`src/rtl/pipe_mem_pkg.sv`:
```
// pipe_mem_pkg: shared widths, arbiter state and port-owner types for the
// pipeline memory port arbiter.
package pipe_mem_pkg;
    localparam int ADDR_W = 10;
    localparam int DATA_W = 32;
    typedef enum logic [1:0] {IDLE, ISSUE, WAIT, RESP} arb_state_t;
    typedef enum logic {OWN_IF, OWN_DM} owner_t;
endpackage

```
`src/rtl/mem_port_arbiter_if.sv`:
```
// mem_port_arbiter_if: fetch port, data port and memory port bundle.
interface mem_port_arbiter_if
    import pipe_mem_pkg::*;
#(
    parameter int AW = ADDR_W,
    parameter int DW = DATA_W
);
    logic          if_req;
    logic [AW-1:0] if_addr;
    logic          if_ack;
    logic [DW-1:0] if_rdata;
    logic          dm_req;
    logic          dm_we;
    logic [AW-1:0] dm_addr;
    logic [DW-1:0] dm_wdata;
    logic          dm_ack;
    logic [DW-1:0] dm_rdata;
    logic          mem_en;
    logic          mem_we;
    logic [AW-1:0] mem_addr;
    logic [DW-1:0] mem_wdata;
    logic [DW-1:0] mem_rdata;
    logic          busy;
    modport slave (
        input  if_req, if_addr, dm_req, dm_we, dm_addr, dm_wdata, mem_rdata,
        output if_ack, if_rdata, dm_ack, dm_rdata, mem_en, mem_we, mem_addr, mem_wdata, busy
    );
    modport master (
        output if_req, if_addr, dm_req, dm_we, dm_addr, dm_wdata, mem_rdata,
        input  if_ack, if_rdata, dm_ack, dm_rdata, mem_en, mem_we, mem_addr, mem_wdata, busy
    );
endinterface

```
`src/rtl/mem_arb_prio.sv`:
```
// mem_arb_prio: DM-first winner select with a starvation guard that forces
// an IF grant after ARB_LIMIT consecutive DM wins over a pending IF.
module mem_arb_prio
    import pipe_mem_pkg::*;
#(
    parameter int ARB_LIMIT = 3
) (
    input  logic   clk,
    input  logic   rst,
    input  logic   sample,
    input  logic   if_req,
    input  logic   dm_req,
    output owner_t win
);
    localparam int SW = $clog2(ARB_LIMIT + 2);
    logic [SW-1:0] starve_cnt;
    always_comb win = if_req && (!dm_req || starve_cnt == SW'(ARB_LIMIT)) ? OWN_IF : OWN_DM;
    // DM can only win over a pending IF while the count is below the limit, so no saturation is needed
    always_ff @(posedge clk or posedge rst) begin
        if (rst) starve_cnt <= '0;
        else if (sample) starve_cnt <= !if_req || win == OWN_IF ? '0 : starve_cnt + SW'(1);
    end
endmodule

```
`src/rtl/mem_port_arbiter.sv`:
```
// mem_port_arbiter: shares one single-port memory between fetch and data
// ports, sequencing each access through the fixed read latency.
module mem_port_arbiter
    import pipe_mem_pkg::*;
#(
    parameter int ADDR_W    = pipe_mem_pkg::ADDR_W,
    parameter int DATA_W    = pipe_mem_pkg::DATA_W,
    parameter int MEM_LAT   = 2,
    parameter int ARB_LIMIT = 3
) (
    input logic               clk,
    input logic               rst,
    mem_port_arbiter_if.slave bus
);
    arb_state_t        state;
    owner_t            owner;
    owner_t            win;
    logic [3:0]        wait_cnt;
    logic [ADDR_W-1:0] grant_addr;
    assign grant_addr = win == OWN_IF ? bus.if_addr : bus.dm_addr;
    mem_arb_prio #(.ARB_LIMIT(ARB_LIMIT)) u_prio (
        .clk    (clk),
        .rst    (rst),
        .sample (state == IDLE),
        .if_req (bus.if_req),
        .dm_req (bus.dm_req),
        .win    (win)
    );
    // mem_we doubles as the latched write flag while in ISSUE
    always_ff @(posedge clk or posedge rst) begin
        if (rst) begin
            state         <= IDLE;
            owner         <= OWN_IF;
            wait_cnt      <= '0;
            bus.if_ack    <= 1'b0;
            bus.dm_ack    <= 1'b0;
            bus.if_rdata  <= {DATA_W{1'b0}};
            bus.dm_rdata  <= {DATA_W{1'b0}};
            bus.mem_en    <= 1'b0;
            bus.mem_we    <= 1'b0;
            bus.mem_addr  <= {ADDR_W{1'b0}};
            bus.mem_wdata <= {DATA_W{1'b0}};
            bus.busy      <= 1'b0;
        end else begin
            bus.if_ack <= 1'b0;
            bus.dm_ack <= 1'b0;
            bus.mem_en <= 1'b0;
            case (state)
                IDLE: if (bus.if_req || bus.dm_req) begin
                    state        <= ISSUE;
                    owner        <= win;
                    bus.busy     <= 1'b1;
                    bus.mem_en   <= 1'b1;
                    bus.mem_we   <= win == OWN_DM && bus.dm_we;
                    bus.mem_addr <= grant_addr;
                    if (win == OWN_DM) bus.mem_wdata <= bus.dm_wdata;
                end
                ISSUE: begin
                    bus.mem_we <= 1'b0;
                    if (bus.mem_we) begin
                        state      <= RESP;
                        bus.if_ack <= owner == OWN_IF;
                        bus.dm_ack <= owner == OWN_DM;
                    end else begin
                        state    <= WAIT;
                        wait_cnt <= 4'(MEM_LAT - 1);
                    end
                end
                WAIT: if (wait_cnt == 4'd0) begin
                    state <= RESP;
                    if (owner == OWN_IF) begin
                        bus.if_rdata <= bus.mem_rdata;
                        bus.if_ack   <= 1'b1;
                    end else begin
                        bus.dm_rdata <= bus.mem_rdata;
                        bus.dm_ack   <= 1'b1;
                    end
                end else wait_cnt <= wait_cnt - 4'd1;
                RESP: begin
                    state    <= IDLE;
                    bus.busy <= 1'b0;
                end
                default: state <= IDLE;
            endcase
        end
    end
endmodule

```
`src/flat_wrapper.sv`:
```
// flat-port wrapper written by rule: the top's interface ports become plain ports
module mem_port_arbiter_flat import pipe_mem_pkg::*;
#(
    parameter int ADDR_W    = pipe_mem_pkg::ADDR_W,
    parameter int DATA_W    = pipe_mem_pkg::DATA_W,
    parameter int MEM_LAT   = 2,
    parameter int ARB_LIMIT = 3
)
  (clk, rst, bus_if_req, bus_if_addr, bus_dm_req, bus_dm_we, bus_dm_addr, bus_dm_wdata, bus_mem_rdata, bus_if_ack, bus_if_rdata, bus_dm_ack, bus_dm_rdata, bus_mem_en, bus_mem_we, bus_mem_addr, bus_mem_wdata, bus_busy);
  mem_port_arbiter_if bus_i ();
  input logic clk;
  input logic rst;
  input wire logic [$bits(bus_i.if_req)-1:0] bus_if_req;
  input wire logic [$bits(bus_i.if_addr)-1:0] bus_if_addr;
  input wire logic [$bits(bus_i.dm_req)-1:0] bus_dm_req;
  input wire logic [$bits(bus_i.dm_we)-1:0] bus_dm_we;
  input wire logic [$bits(bus_i.dm_addr)-1:0] bus_dm_addr;
  input wire logic [$bits(bus_i.dm_wdata)-1:0] bus_dm_wdata;
  input wire logic [$bits(bus_i.mem_rdata)-1:0] bus_mem_rdata;
  output wire logic [$bits(bus_i.if_ack)-1:0] bus_if_ack;
  output wire logic [$bits(bus_i.if_rdata)-1:0] bus_if_rdata;
  output wire logic [$bits(bus_i.dm_ack)-1:0] bus_dm_ack;
  output wire logic [$bits(bus_i.dm_rdata)-1:0] bus_dm_rdata;
  output wire logic [$bits(bus_i.mem_en)-1:0] bus_mem_en;
  output wire logic [$bits(bus_i.mem_we)-1:0] bus_mem_we;
  output wire logic [$bits(bus_i.mem_addr)-1:0] bus_mem_addr;
  output wire logic [$bits(bus_i.mem_wdata)-1:0] bus_mem_wdata;
  output wire logic [$bits(bus_i.busy)-1:0] bus_busy;
  assign bus_i.if_req = bus_if_req;
  assign bus_i.if_addr = bus_if_addr;
  assign bus_i.dm_req = bus_dm_req;
  assign bus_i.dm_we = bus_dm_we;
  assign bus_i.dm_addr = bus_dm_addr;
  assign bus_i.dm_wdata = bus_dm_wdata;
  assign bus_i.mem_rdata = bus_mem_rdata;
  assign bus_if_ack = bus_i.if_ack;
  assign bus_if_rdata = bus_i.if_rdata;
  assign bus_dm_ack = bus_i.dm_ack;
  assign bus_dm_rdata = bus_i.dm_rdata;
  assign bus_mem_en = bus_i.mem_en;
  assign bus_mem_we = bus_i.mem_we;
  assign bus_mem_addr = bus_i.mem_addr;
  assign bus_mem_wdata = bus_i.mem_wdata;
  assign bus_busy = bus_i.busy;
  mem_port_arbiter #(.ADDR_W(ADDR_W), .DATA_W(DATA_W), .MEM_LAT(MEM_LAT), .ARB_LIMIT(ARB_LIMIT)) u_core (.clk(clk), .rst(rst), .bus(bus_i));
endmodule
```
`config.mk`:
```
export PLATFORM = sky130hd
export DESIGN_NAME = mem_port_arbiter_flat
export DESIGN_NICKNAME = d
export VERILOG_FILES = /design/src/rtl/pipe_mem_pkg.sv /design/src/rtl/mem_port_arbiter_if.sv /design/src/rtl/mem_arb_prio.sv /design/src/rtl/mem_port_arbiter.sv /design/src/flat_wrapper.sv
export SDC_FILE = /design/constraint.sdc
export NUM_CORES = 1
export LEC_CHECK = 0
export ABC_AREA = 0
export CELL_PAD_IN_SITES_DETAIL_PLACEMENT = 1
export CELL_PAD_IN_SITES_GLOBAL_PLACEMENT = 1
export CORE_MARGIN = 4
export CORE_UTILIZATION = 31
export CTS_CLUSTER_SIZE = 28
export DETAILED_ROUTE_END_ITERATION = 8
export GPL_ROUTABILITY_DRIVEN = 0
export HOLD_SLACK_MARGIN = 0.1
export PLACE_DENSITY = 0.78
export SLEW_MARGIN = 20
export SYNTH_ARGS = -nofsm -noshare
export SYNTH_HDL_FRONTEND = slang
export SYNTH_HIERARCHICAL = 1
export SYNTH_SLANG_ARGS = --single-unit
```
`constraint.sdc`:
```
create_clock -name clk -period 4.74 [get_ports clk]
set_input_delay 1.422 -clock clk [delete_from_list [all_inputs] [get_ports clk]]
set_output_delay 1.422 -clock clk [all_outputs]
set_load 0.05 [all_outputs]
```
==> flow_metrics.tcl <==
set metrics [dict create \
    nNetsFinal 631 \
    initial_core_util 0.316 \
    setup-tns-final_ns 0 \
    finalSetupViolations 0 \
    p_per_area_nw_per_um2 896 \
    tightestPinTransition_ns 1.01 \
    cpMaxStageDelayCell "nand2_2" \
    drc 0 \
    peakVddDrop_v 0.000383 \
    fin_worst_skew_ns 0.00695 \
    die_area_sq_um 18200 \
    worstSetupEndpointType "flop" \
    rows 46 \
    cts.sinks 121 \
    min_path_type "reg2reg" \
    r2r_start "u_core/state[0]" \
    numPortBuffers 199 \
    hpwl_mm 10.3 \
    cpLargestDelayFamily "buffers and inverters" \
    synth_cells 327 \
    rsz0062_at_grt "false" \
    clk_transition_reported_paths_ns 0.06 \
    first_iter_violations 130 \
    wl_mm 13.7 \
    min_period_ns 3.18 \
    post_cts_resized 0 \
    syn-cell-area_sq_um 5000 \
    grt_max_degree 64 \
    clk_latency_ns 0.41 \
    coreArea_sq_um 15800 \
    cts_buffers 17 \
    avgSynthCellArea_sq_um 15.3 \
    required_ns 5.03 \
    grt_pass1_wl_mm 21.9 \
    fin_crit_sh 0.671 \
    post_cts_buffers 0 \
    cts_hold_buf 0 \
    min_path_cells 2 \
    hold_end "u_core/bus.mem_addr[8]" \
    vias 3473 \
    routedWlPerCell_um 18.0 \
    ff2ff_path_depth 5 \
    status "finished clean" \
    first_pass_iters 4 \
    p_leak_nw 3.47 \
    cts_tree "done" \
    drtAntennaViolNets 0 \
    ys_seq_elements 121 \
    syn_to_final_growth_pct 56.4 \
    hold_viol_final 0 \
    die_width_um 135 \
    grt_pass1_vias 3976 \
    yosysWarnings 6 \
    slew_headroom 0.328 \
    cap_violations 0 \
    n_antenna_cell 0 \
    max_clock_freq_mhz 315 \
    root_buffer "clkbuf_16" \
    drv_slew 0 \
    r2r_end "u_core/bus.if_rdata[17]" \
    power_w 0.00700 \
    grt_antenna_before_repair 0 \
    synth_nets 423 \
    ys_types 40 \
    hp-start "u_core/bus.mem_addr[8]" \
    gr-total-overflow 0 \
    path_cells "clkdlybuf4s50_1, o21ai_1, buf_4, inv_1, nand2_2, mux2_2" \
    yosysSeqAreaShare 0.605 \
    h-tree-depth 4 \
    start_kind "primary input" \
    final_layout_size_suffix_gt1_frac 0.247 \
    grt_use_total 0.154 \
    cts.path.max_buffers 2 \
    crit_arrival_ns 3.47 \
    slowest_delay_ns 0.59 \
    crit_type "in2reg" \
    rrSetupSlack_ns 2.22 \
    crit_buf_inv 3 \
    io_pins 200 \
    crit_path_max_fanout 34 \
    die_y_um 135 \
    vias_per_cell 4.55 \
]
power breakdown:
group          total [W]  leakage [nW]  switching (W)  internal (W)
Sequential       0.00186          1.46       0.000317       0.00154
Combinational    0.00375          1.69        0.00233       0.00142
Clock            0.00139         0.309       0.000451      0.000943
Total            0.00700          3.47        0.00310       0.00391
worst max-delay path by stage:
stage	cells past startpoint	endpoint	slack [ns]	from
floorplan	1	u_core/bus.busy	0.19	rst
global placement	6	u_core/bus.mem_wdata[11]	1.18	bus_dm_req
detailed placement	6	u_core/bus.mem_wdata[22]	1.11	bus_dm_req
CTS	6	u_core/bus.mem_wdata[22]	1.54	bus_dm_req
global route	6	u_core/bus.mem_wdata[7]	1.40	bus_if_req
finish	6	u_core/bus.mem_wdata[22]	1.56	bus_dm_req
placed cells by master (no fill, tap or decap), types with 5 or more instances in the layout:
cell,count
bufinv_16,5
clkdlybuf4s50_1,199
dfrtp_1,121
ha_1,7
mux2_2,66
inv_1,11
o21ai_0,16
clkbuf_16,17
mux2i_1,10
nand2_1,12
nand2b_1,5
mux2_4,30
cells in the mapped netlist (all sizes together):
library cell,n,area (sq um)
o211ai,1,7.51
clkbuf,2,7.51
o311ai,1,8.76
ha,7,87.6
nand2,14,62.6
o2111a,1,11.3
nand2b,5,31.3
o211a,1,10.0
a21o,1,7.51
nand4bb,1,11.3
nor2b,3,18.8
nand4,1,6.26
nor2,4,22.5
inv,12,45.0
or3,1,6.26
mux2i,10,100
or3b,1,8.76
a21boi,1,7.51
nor3b,1,7.51
dfrtp,121,3030
xnor2,1,8.76
nor3,1,5.00
a221o,1,10.0
and4bb,1,16.3
nand3b,1,7.51
o2bb2ai,2,17.5
a21oi,1,8.76
mux2,97,1200
o22ai,2,12.5
buf,11,114
o21ai,19,95.1
nand3,1,5.00
layer usage:
metal	global-route usage	part of all wire
met1	0.182	0.41
met2	0.249	0.47
met3	0.0715	0.10
met4	0.0510	0.015
met5	0	0
metrics by stage:
step	utilization	setup slack (ns)	cell area, sq um	hold WS (ns)	instances
floorplan	-	0.189	5000	0.479	327
global placement	0.454	1.18	7180	0.466	732
detailed placement	0.454	1.11	7180	0.485	732
CTS	0.494	1.54	7820	0.502	763
global route	0.494	1.40	7820	0.518	763
finish	0.494	1.56	7820	0.493	763
sequential cells by signal, indices dropped and copies added, names as in the netlist:
register / flops
u_core/u_prio/starve_cnt: 3
u_core/state: 2
u_core/bus.mem_wdata: 32
u_core/bus.busy: 1
u_core/bus.if_rdata: 32
u_core/wait_cnt: 4
u_core/bus.mem_en: 1
u_core/bus.dm_rdata: 32
u_core/bus.dm_ack: 1
u_core/bus.if_ack: 1
u_core/bus.mem_addr: 10
u_core/bus.mem_we: 1
u_core/owner: 1
cells by family (layout without fill, tap and decap cells):
family,Yosys count,count (layout),synth area share
buffers and inverters,25,245,0.0333
DFF,121,121,0.605
and+or+nand+nor,35,35,0.0418
adders and majority gates,7,7,0.0175
AOI/OAI and AO/OA,31,31,0.0393
xor gates and xnor gates,1,1,0.00175
muxes,107,107,0.261
area by class of cell:
| cell class | instances | area, sq um |
|---|---|---|
| repair buffers | 202 | 2030 |
| fillers | 1561 | 8010 |
| clock buffers | 19 | 443 |
| multi-input cells | 181 | 1810 |
| flip-flops and latches | 121 | 3030 |
| well taps | 216 | 270 |
| clock inverters | 12 | 198 |
| inverters | 12 | 47.5 |
worst min-delay path: cells and delay by family (launching register included):
family | cells | cell delay [ns]
AND/OR/NAND/NOR | 1 | 0.05
AO/OA/AOI/OAI | 1 | 0.06
flip-flops | 1 | 0.35
Note: power is estimated with default switching activity, not from simulation.
